### config.mk
export PLATFORM = sky130hd
export DESIGN_NAME = spi_frame_writer
export DESIGN_NICKNAME = d
export VERILOG_FILES = /design/src/rtl/spi_frame_writer_pkg.sv /design/src/rtl/spi_frame_writer_byte_rx.sv /design/src/rtl/spi_frame_writer.sv
export SDC_FILE = /design/constraint.sdc
export NUM_CORES = 1
export LEC_CHECK = 0
export BUFFER_PORTS_ARGS = -buffer_cell sky130_fd_sc_hd__buf_2
export CAP_MARGIN = 25
export CORE_MARGIN = 10
export CORE_UTILIZATION = 55
export CTS_BUF_LIST = sky130_fd_sc_hd__clkbuf_16
export DETAILED_ROUTE_END_ITERATION = 10
export PLACE_DENSITY = 0.73
export SLEW_MARGIN = 20
export SYNTH_ARGS = -nofsm -noshare
export SYNTH_HDL_FRONTEND = slang
export SYNTH_SLANG_ARGS = --single-unit
### constraint.sdc
create_clock -name clk -period 7.2 [get_ports clk]
set_input_delay 0.36 -clock clk [delete_from_list [all_inputs] [get_ports clk]]
set_output_delay 0.36 -clock clk [all_outputs]
set_load 0.02 [all_outputs]
### src/rtl/spi_frame_writer_pkg.sv
// Shared constants, FSM state type and pixel helper for the SPI frame writer.
// No ports; imported by the frame-writer RTL and its bench.
package spi_frame_writer_pkg;

    // Host opcodes
    localparam logic [7:0] CMD_WRITE = 8'h01;
    localparam logic [7:0] CMD_FILL  = 8'h02;

    // Frame-buffer geometry: addr = col + row * FB_COLS
    localparam int unsigned FB_ADDR_W = 13;
    localparam int unsigned FB_DATA_W = 16;
    localparam int unsigned FB_COLS   = 256;
    localparam int unsigned FB_ROWS   = 32;

    // RGB555 field offsets inside a pixel word
    localparam int unsigned RGB_R_OFS = 0;
    localparam int unsigned RGB_G_OFS = 5;
    localparam int unsigned RGB_B_OFS = 10;

    // Each state names the byte the FSM is waiting for
    typedef enum logic [3:0] {
        S_IDLE,
        S_CMD,
        S_AHI,
        S_ALO,
        S_PHI,
        S_PLO,
        S_CHI,
        S_CLO,
        S_RUN,
        S_DISCARD
    } state_t;

    function automatic logic [15:0] rgb555(input logic [4:0] r, input logic [4:0] g,
                                           input logic [4:0] b);
        return (16'(r) << RGB_R_OFS) | (16'(g) << RGB_G_OFS) | (16'(b) << RGB_B_OFS);
    endfunction

endpackage

### src/rtl/spi_frame_writer_byte_rx.sv
// SPI mode-0 byte receiver: synchronises sck/mosi/cs_n, detects edges and
// assembles MSB-first bytes.
// Ports: clk, rst (async high); spi_sck/spi_mosi/spi_cs_n raw inputs;
// byte_valid + rx_byte one-cycle byte strobe; cs_fall/cs_rise one-cycle
// strobes aligned to the same pipeline depth as byte_valid.
module spi_frame_writer_byte_rx #(
    parameter int unsigned SYNC_STAGES = 2
) (
    input  logic       clk,
    input  logic       rst,
    input  logic       spi_sck,
    input  logic       spi_mosi,
    input  logic       spi_cs_n,
    output logic       byte_valid,
    output logic [7:0] rx_byte,
    output logic       cs_fall,
    output logic       cs_rise
);

    logic [SYNC_STAGES-1:0] sck_sync;
    logic [SYNC_STAGES-1:0] mosi_sync;
    logic [SYNC_STAGES-1:0] cs_sync;
    logic                   sck_prev;
    logic                   cs_prev;
    logic                   sck_rise_r;
    logic                   cs_fall_r;
    logic                   cs_rise_r;
    logic                   mosi_r;
    logic                   in_frame;
    logic [2:0]             bit_cnt;
    logic [6:0]             shift;

    // cs_n synchronisers reset high so release of rst never looks like a cs fall
    always_ff @(posedge clk or posedge rst) begin
        if (rst) begin
            sck_sync   <= '0;
            mosi_sync  <= '0;
            cs_sync    <= '1;
            sck_prev   <= 1'b0;
            cs_prev    <= 1'b1;
            sck_rise_r <= 1'b0;
            cs_fall_r  <= 1'b0;
            cs_rise_r  <= 1'b0;
            mosi_r     <= 1'b0;
            in_frame   <= 1'b0;
            bit_cnt    <= 3'd0;
            shift      <= 7'd0;
            byte_valid <= 1'b0;
            rx_byte    <= 8'd0;
            cs_fall    <= 1'b0;
            cs_rise    <= 1'b0;
        end else begin
            sck_sync  <= (sck_sync << 1) | SYNC_STAGES'(spi_sck);
            mosi_sync <= (mosi_sync << 1) | SYNC_STAGES'(spi_mosi);
            cs_sync   <= (cs_sync << 1) | SYNC_STAGES'(spi_cs_n);

            // Edge strobes from the last synchroniser stage, registered
            sck_prev   <= sck_sync[SYNC_STAGES-1];
            cs_prev    <= cs_sync[SYNC_STAGES-1];
            sck_rise_r <= sck_sync[SYNC_STAGES-1] & ~sck_prev;
            cs_fall_r  <= cs_prev & ~cs_sync[SYNC_STAGES-1];
            cs_rise_r  <= ~cs_prev & cs_sync[SYNC_STAGES-1];
            mosi_r     <= mosi_sync[SYNC_STAGES-1];

            byte_valid <= 1'b0;
            cs_fall    <= cs_fall_r;
            cs_rise    <= cs_rise_r;

            // A cs edge restarts bit counting; a partial byte at cs rise is dropped
            if (cs_fall_r) begin
                in_frame <= 1'b1;
                bit_cnt  <= 3'd0;
            end else if (cs_rise_r) begin
                in_frame <= 1'b0;
                bit_cnt  <= 3'd0;
            end else if (sck_rise_r && in_frame) begin
                shift   <= {shift[5:0], mosi_r};
                bit_cnt <= bit_cnt + 3'd1;
                if (bit_cnt == 3'd7) begin
                    byte_valid <= 1'b1;
                    rx_byte    <= {shift, mosi_r};
                end
            end
        end
    end

endmodule

### src/rtl/spi_frame_writer.sv
// SPI slave that writes RGB555 pixels into the frame RAM write port.
// Commands: 0x01 WRITE (addr, then pixel pairs), 0x02 FILL (addr, pixel, count).
// Ports: clk, rst (async high); spi_sck/spi_mosi/spi_cs_n from the host;
// wr_en/wr_addr/wr_data RAM write port; busy while a FILL runs;
// frame_done pulse per transaction that wrote; overrun sticky flag.
module spi_frame_writer
    import spi_frame_writer_pkg::*;
#(
    parameter int unsigned ADDR_W      = FB_ADDR_W,
    parameter int unsigned DATA_W      = FB_DATA_W,
    parameter int unsigned SYNC_STAGES = 2
) (
    input  logic              clk,
    input  logic              rst,
    input  logic              spi_sck,
    input  logic              spi_mosi,
    input  logic              spi_cs_n,
    output logic              wr_en,
    output logic [ADDR_W-1:0] wr_addr,
    output logic [DATA_W-1:0] wr_data,
    output logic              busy,
    output logic              frame_done,
    output logic              overrun
);

    logic              byte_valid;
    logic [7:0]        rx_byte;
    logic              cs_fall;
    logic              cs_rise;

    state_t            state;
    logic [7:0]        opcode;
    logic [4:0]        addr_hi;
    logic [7:0]        pix_hi;
    logic [7:0]        cnt_hi;
    logic [ADDR_W-1:0] addr;
    logic [DATA_W-1:0] pixel;
    logic [15:0]       remaining;
    logic              wrote;
    logic              fill_cs_rose;
    logic              cs_low;

    logic              cs_low_next;
    logic              write_now;
    logic [15:0]       clo_count;
    logic              run_start;

    spi_frame_writer_byte_rx #(
        .SYNC_STAGES(SYNC_STAGES)
    ) u_rx (
        .clk       (clk),
        .rst       (rst),
        .spi_sck   (spi_sck),
        .spi_mosi  (spi_mosi),
        .spi_cs_n  (spi_cs_n),
        .byte_valid(byte_valid),
        .rx_byte   (rx_byte),
        .cs_fall   (cs_fall),
        .cs_rise   (cs_rise)
    );

    // Decode helpers for the same-cycle byte/cs-rise cases
    assign cs_low_next = cs_fall ? 1'b1 : (cs_rise ? 1'b0 : cs_low);
    assign write_now   = byte_valid && (state == S_PLO) && (opcode == CMD_WRITE);
    assign clo_count   = {cnt_hi, rx_byte};
    assign run_start   = byte_valid && (state == S_CLO) && (clo_count != 16'd0);

    // Command FSM, address/count counters and registered write port
    always_ff @(posedge clk or posedge rst) begin
        if (rst) begin
            state        <= S_IDLE;
            opcode       <= 8'd0;
            addr_hi      <= 5'd0;
            pix_hi       <= 8'd0;
            cnt_hi       <= 8'd0;
            addr         <= '0;
            pixel        <= '0;
            remaining    <= 16'd0;
            wrote        <= 1'b0;
            fill_cs_rose <= 1'b0;
            cs_low       <= 1'b0;
            wr_en        <= 1'b0;
            wr_addr      <= '0;
            wr_data      <= '0;
            busy         <= 1'b0;
            frame_done   <= 1'b0;
            overrun      <= 1'b0;
        end else begin
            wr_en      <= 1'b0;
            frame_done <= 1'b0;
            cs_low     <= cs_low_next;
            if (cs_fall && busy) begin
                overrun <= 1'b1;
            end

            if (state == S_RUN) begin
                // FILL owns the port; cs edges and bytes only get bookkept here
                if (cs_rise) begin
                    fill_cs_rose <= 1'b1;
                end
                if (remaining == 16'd0) begin
                    busy <= 1'b0;
                    if (fill_cs_rose || cs_rise) begin
                        frame_done <= 1'b1;
                        wrote      <= 1'b0;
                        // cs still low here means a new transaction started mid-fill
                        state      <= cs_low_next ? S_DISCARD : S_IDLE;
                    end else begin
                        wrote <= 1'b1;
                        state <= S_DISCARD;
                    end
                end else begin
                    wr_en     <= 1'b1;
                    wr_addr   <= addr;
                    wr_data   <= pixel;
                    addr      <= addr + ADDR_W'(1);
                    remaining <= remaining - 16'd1;
                end
            end else begin
                if (byte_valid) begin
                    case (state)
                        S_CMD: begin
                            opcode <= rx_byte;
                            state  <= (rx_byte == CMD_WRITE || rx_byte == CMD_FILL) ?
                                      S_AHI : S_DISCARD;
                        end
                        S_AHI: begin
                            addr_hi <= rx_byte[4:0];
                            state   <= S_ALO;
                        end
                        S_ALO: begin
                            addr  <= ADDR_W'({addr_hi, rx_byte});
                            state <= S_PHI;
                        end
                        S_PHI: begin
                            pix_hi <= rx_byte;
                            state  <= S_PLO;
                        end
                        S_PLO: begin
                            pixel <= DATA_W'({pix_hi, rx_byte});
                            if (opcode == CMD_WRITE) begin
                                wr_en   <= 1'b1;
                                wr_addr <= addr;
                                wr_data <= DATA_W'({pix_hi, rx_byte});
                                addr    <= addr + ADDR_W'(1);
                                wrote   <= 1'b1;
                                state   <= S_PHI;
                            end else begin
                                state <= S_CHI;
                            end
                        end
                        S_CHI: begin
                            cnt_hi <= rx_byte;
                            state  <= S_CLO;
                        end
                        S_CLO: begin
                            // First fill write issues in the same cycle busy rises
                            if (clo_count != 16'd0) begin
                                busy         <= 1'b1;
                                wr_en        <= 1'b1;
                                wr_addr      <= addr;
                                wr_data      <= pixel;
                                addr         <= addr + ADDR_W'(1);
                                remaining    <= clo_count - 16'd1;
                                fill_cs_rose <= cs_rise;
                                state        <= S_RUN;
                            end else begin
                                state <= S_DISCARD;
                            end
                        end
                        default: ;
                    endcase
                end

                // cs edges override the byte-driven next state, except a fill start
                if (cs_fall) begin
                    state <= S_CMD;
                    wrote <= 1'b0;
                end else if (cs_rise && !run_start) begin
                    state      <= S_IDLE;
                    frame_done <= wrote || write_now;
                    wrote      <= 1'b0;
                end
            end
        end
    end

endmodule
==> flow_summary.ini <==
[clock_network]
cts_tree = built
clk_path_buf_depth = 2
post_cts_resized = 0
cts_setup_buffers = 0
cts_hold_buf = 0
cts_made_buffers = 17
clock-sinks = 148
cts-root-buf = clkbuf_16
htree_levels = 4
clk_pin_slew_ns = 0.06
clk_latency_ns = 0.43

[layout]
final_cell_mix = dfrtp_1, mux2_2, nand2_1, o21ai_0, nor2_1
n_fill_cell = 994
design_area_um2 = 7860
final_nets = 664
n_antenna_cell = 0
final_layout_size_suffix_gt1_share_pct = 24.9
postLayoutCoreUtil_pct = 62.5
layout.cells.most_common = dfrtp_1
area_growth_pct = 11.8

[die]
dieArea_um2 = 17700
rows = 41
design.core.area_um2 = 12600
fp.dieW_um = 133
num_io_pins = 38
initial_core_util_pct = 55.9
die_h_um = 133

[synthesis]
synthArstFlopShare_pct = 100
synth_edf_count = 0
yosysSeqAreaShare_pct = 52.8
ys_warn_count = 0
yosysUniqueCellTypes = 65
synth_seq_cells = 148
synth_cells = 634
syn_area_per_cell_um2 = 11.1
synthFlopType = dfrtp_1
syn_area_um2 = 7020
syn-num-nets = 643

[global_route]
grt_pass1_vias = 5108
grtUsageTotal_pct = 17.7
grt_pass1_wl_um = 25400
gr-total-overflow = 0
antenna_found_initial = 0
grt_max_degree = 88

[worst_setup_path]
arrival_ns = 3.46
crit_chain = nor4b_4 > buf_4 > nand3_1 > o22ai_1 > or3_1 > buf_4 > mux2_1
required_ns = 7.51
reg2reg_from = state[0]
cp-start-kind = flop
critPathMaxFanout = 47
slowest_delay_ns = 0.57
critPathMostFrequentCell = buf_4
crit_type = flop to flop
slowest_stage = dfrtp_1
cp-startpoint = state[0]
critPathCaptureType = flop

[place]
gp_congestion = 0.884
dp_hpwl_um = 10100
placed_area_um2 = 7270
io_buffers = 37
pre_cts_slack_ns = 4.11

[sta]
setup_viol_count_final = 0
skew_ns = 0.00675
rsz0062_at_grt = false
slew_viol_final = 0
fin_crit_sh_pct = 43.7
max_slew.worst_pin.slew_ns = 0.995
post-route-min-period_ns = 3.15
setup_ws_ns = 4.05
finalHoldViolations = 0
slew_headroom_pct = 33.6
tns_ns = 0
fmax_mhz = 318

[pwr]
pwr-share-seq_pct = 44.6
ir_drop_mv = 0.195
p_sw_share_pct = 28.3
switchingPower_uw = 605
p_leak_nw = 3.76
p_int_mw = 1.53
combPwrFrac_pct = 14.9
p_per_area_nw_per_um2 = 272
fin_total_pwr_mw = 2.14
p_clk_share_pct = 40.5

[detailed_routing]
drt-pass1-iter-count = 5
first_iter_violations = 514
routedWlPerCell_um = 18.3
drt_wl_total_um = 15300
vias = 5076
vias_per_cell = 6.04
final_antenna_net_count = 0
drcViolationCount = 0

[run_status]
status = completed

[flow_run]
drv_cap = 0

[worst_hold_path]
holdCritPathClass = input port to flop
hp-start = spi_cs_n
per-stage QoR:
stage / hold WS [ns] / cells
global placement: 0.337 / 806
global route: 0.00998 / 840
detailed placement: 0.342 / 807
floorplan: 0.331 / 634
CTS: 0.0169 / 839
finish: 0.0277 / 840
logic make-up after synthesis:
| kind of cell | after synthesis | share of synthesized area, % |
|---|---|---|
| buffers and inverters | 51 | 3.49 |
| DFF | 148 | 52.8 |
| AOI/OAI and AO/OA | 140 | 13.1 |
| and+or+nand+nor | 184 | 13.4 |
| muxes | 99 | 15.4 |
| adders and majority gates | 4 | 0.713 |
| xor gates and xnor gates | 8 | 0.998 |
cells in the mapped netlist (3+ instances only):
| library cell | instances | share of area, % |
|---|---|---|
| a211oi_1 | 4 | 0.43 |
| o22a_1 | 3 | 0.37 |
| o22ai_1 | 7 | 0.62 |
| or2_2 | 5 | 0.45 |
| mux2_2 | 70 | 11 |
| buf_6 | 3 | 0.48 |
| xnor2_1 | 6 | 0.75 |
| mux2i_1 | 24 | 3.4 |
| nand3_1 | 13 | 0.93 |
| clkbuf_1 | 21 | 1.1 |
| a2bb2oi_1 | 6 | 0.75 |
| nand2_1 | 60 | 3.2 |
| a22o_1 | 3 | 0.37 |
| a31oi_1 | 9 | 0.80 |
| nor4_1 | 5 | 0.45 |
| o21ai_0 | 49 | 3.5 |
| nor2b_1 | 4 | 0.36 |
| a21o_1 | 6 | 0.64 |
| nor3_1 | 16 | 1.1 |
| a21oi_1 | 24 | 1.7 |
| dfrtp_1 | 145 | 52 |
| nand4_1 | 5 | 0.45 |
| inv_1 | 10 | 0.53 |
| ha_1 | 4 | 0.71 |
| and3_1 | 3 | 0.27 |
| or3_1 | 6 | 0.53 |
| o211ai_1 | 3 | 0.32 |
| buf_2 | 10 | 0.71 |
| nor2_1 | 42 | 2.2 |
| mux2_1 | 5 | 0.80 |
| dfstp_2 | 3 | 1.1 |
| nand2b_1 | 6 | 0.53 |
| or4_1 | 5 | 0.53 |
| buf_4 | 5 | 0.53 |
power by group through the flow:
stage	sequential (mW)	combinational, mW	clock, mW
floorplan	0.943	0.257	0
global placement	0.963	0.305	0
detailed placement	0.967	0.313	0
CTS	0.952	0.316	0.881
global route	0.963	0.350	0.919
finish	0.953	0.318	0.866
layer usage:
metal / share of wire, % / vias up / global-route usage, %
li1: - / 2345 / -
met1: 45 / 2554 / 22.2
met2: 49 / 148 / 28.6
met3: 4.8 / 29 / 4.69
met4: 1.7 / 0 / 6.66
met5: 0 / - / 0
state kept, by name, indices dropped and copies added (netlist names), 2 cells and up:
signal	count
state	4
cnt_hi	8
opcode	8
pix_hi	8
u_rx.rx_byte	8
u_rx.mosi_sync	2
u_rx.bit_cnt	3
u_rx.shift	7
u_rx.cs_sync	2
addr_hi	5
pixel	16
addr	13
wr_addr	13
wr_data	16
remaining	16
u_rx.sck_sync	2
cell type report:
type                    count  area, um2  area share [%]
multi-input cells         435       3070            39.1
repair buffers             43        231            2.95
flip-flops and latches    148       3710            47.2
clock buffers              17        425            5.42
clock inverters            15        159            2.02
inverters                  10       42.5           0.542
well taps                 172        215            2.74
final timing paths:
| check | end | slack, ns | cells past startpoint |
|---|---|---|---|
| worst max-delay path | wr_addr[12] | 4.05 | 7 |
| worst min-delay path | u_rx.cs_sync[0] | 0.03 | 1 |
| worst max register to register | wr_addr[12] | 4.05 | 7 |
| worst min register to register | u_rx.mosi_r | 0.36 | 0 |
| max in group asynchronous | state[2] | 5.88 | 3 |
| min in group asynchronous | u_rx.rx_byte[5] | 0.05 | 2 |
worst max-delay path, delay by kind of cell (launching register included):
family / cells / cell delay (ns)
buf+inv: 2 / 0.81
mux: 1 / 0.38
compound gates: 1 / 0.36
flops: 1 / 0.57
simple gates: 3 / 0.89
(Power assumes the default switching activity.)
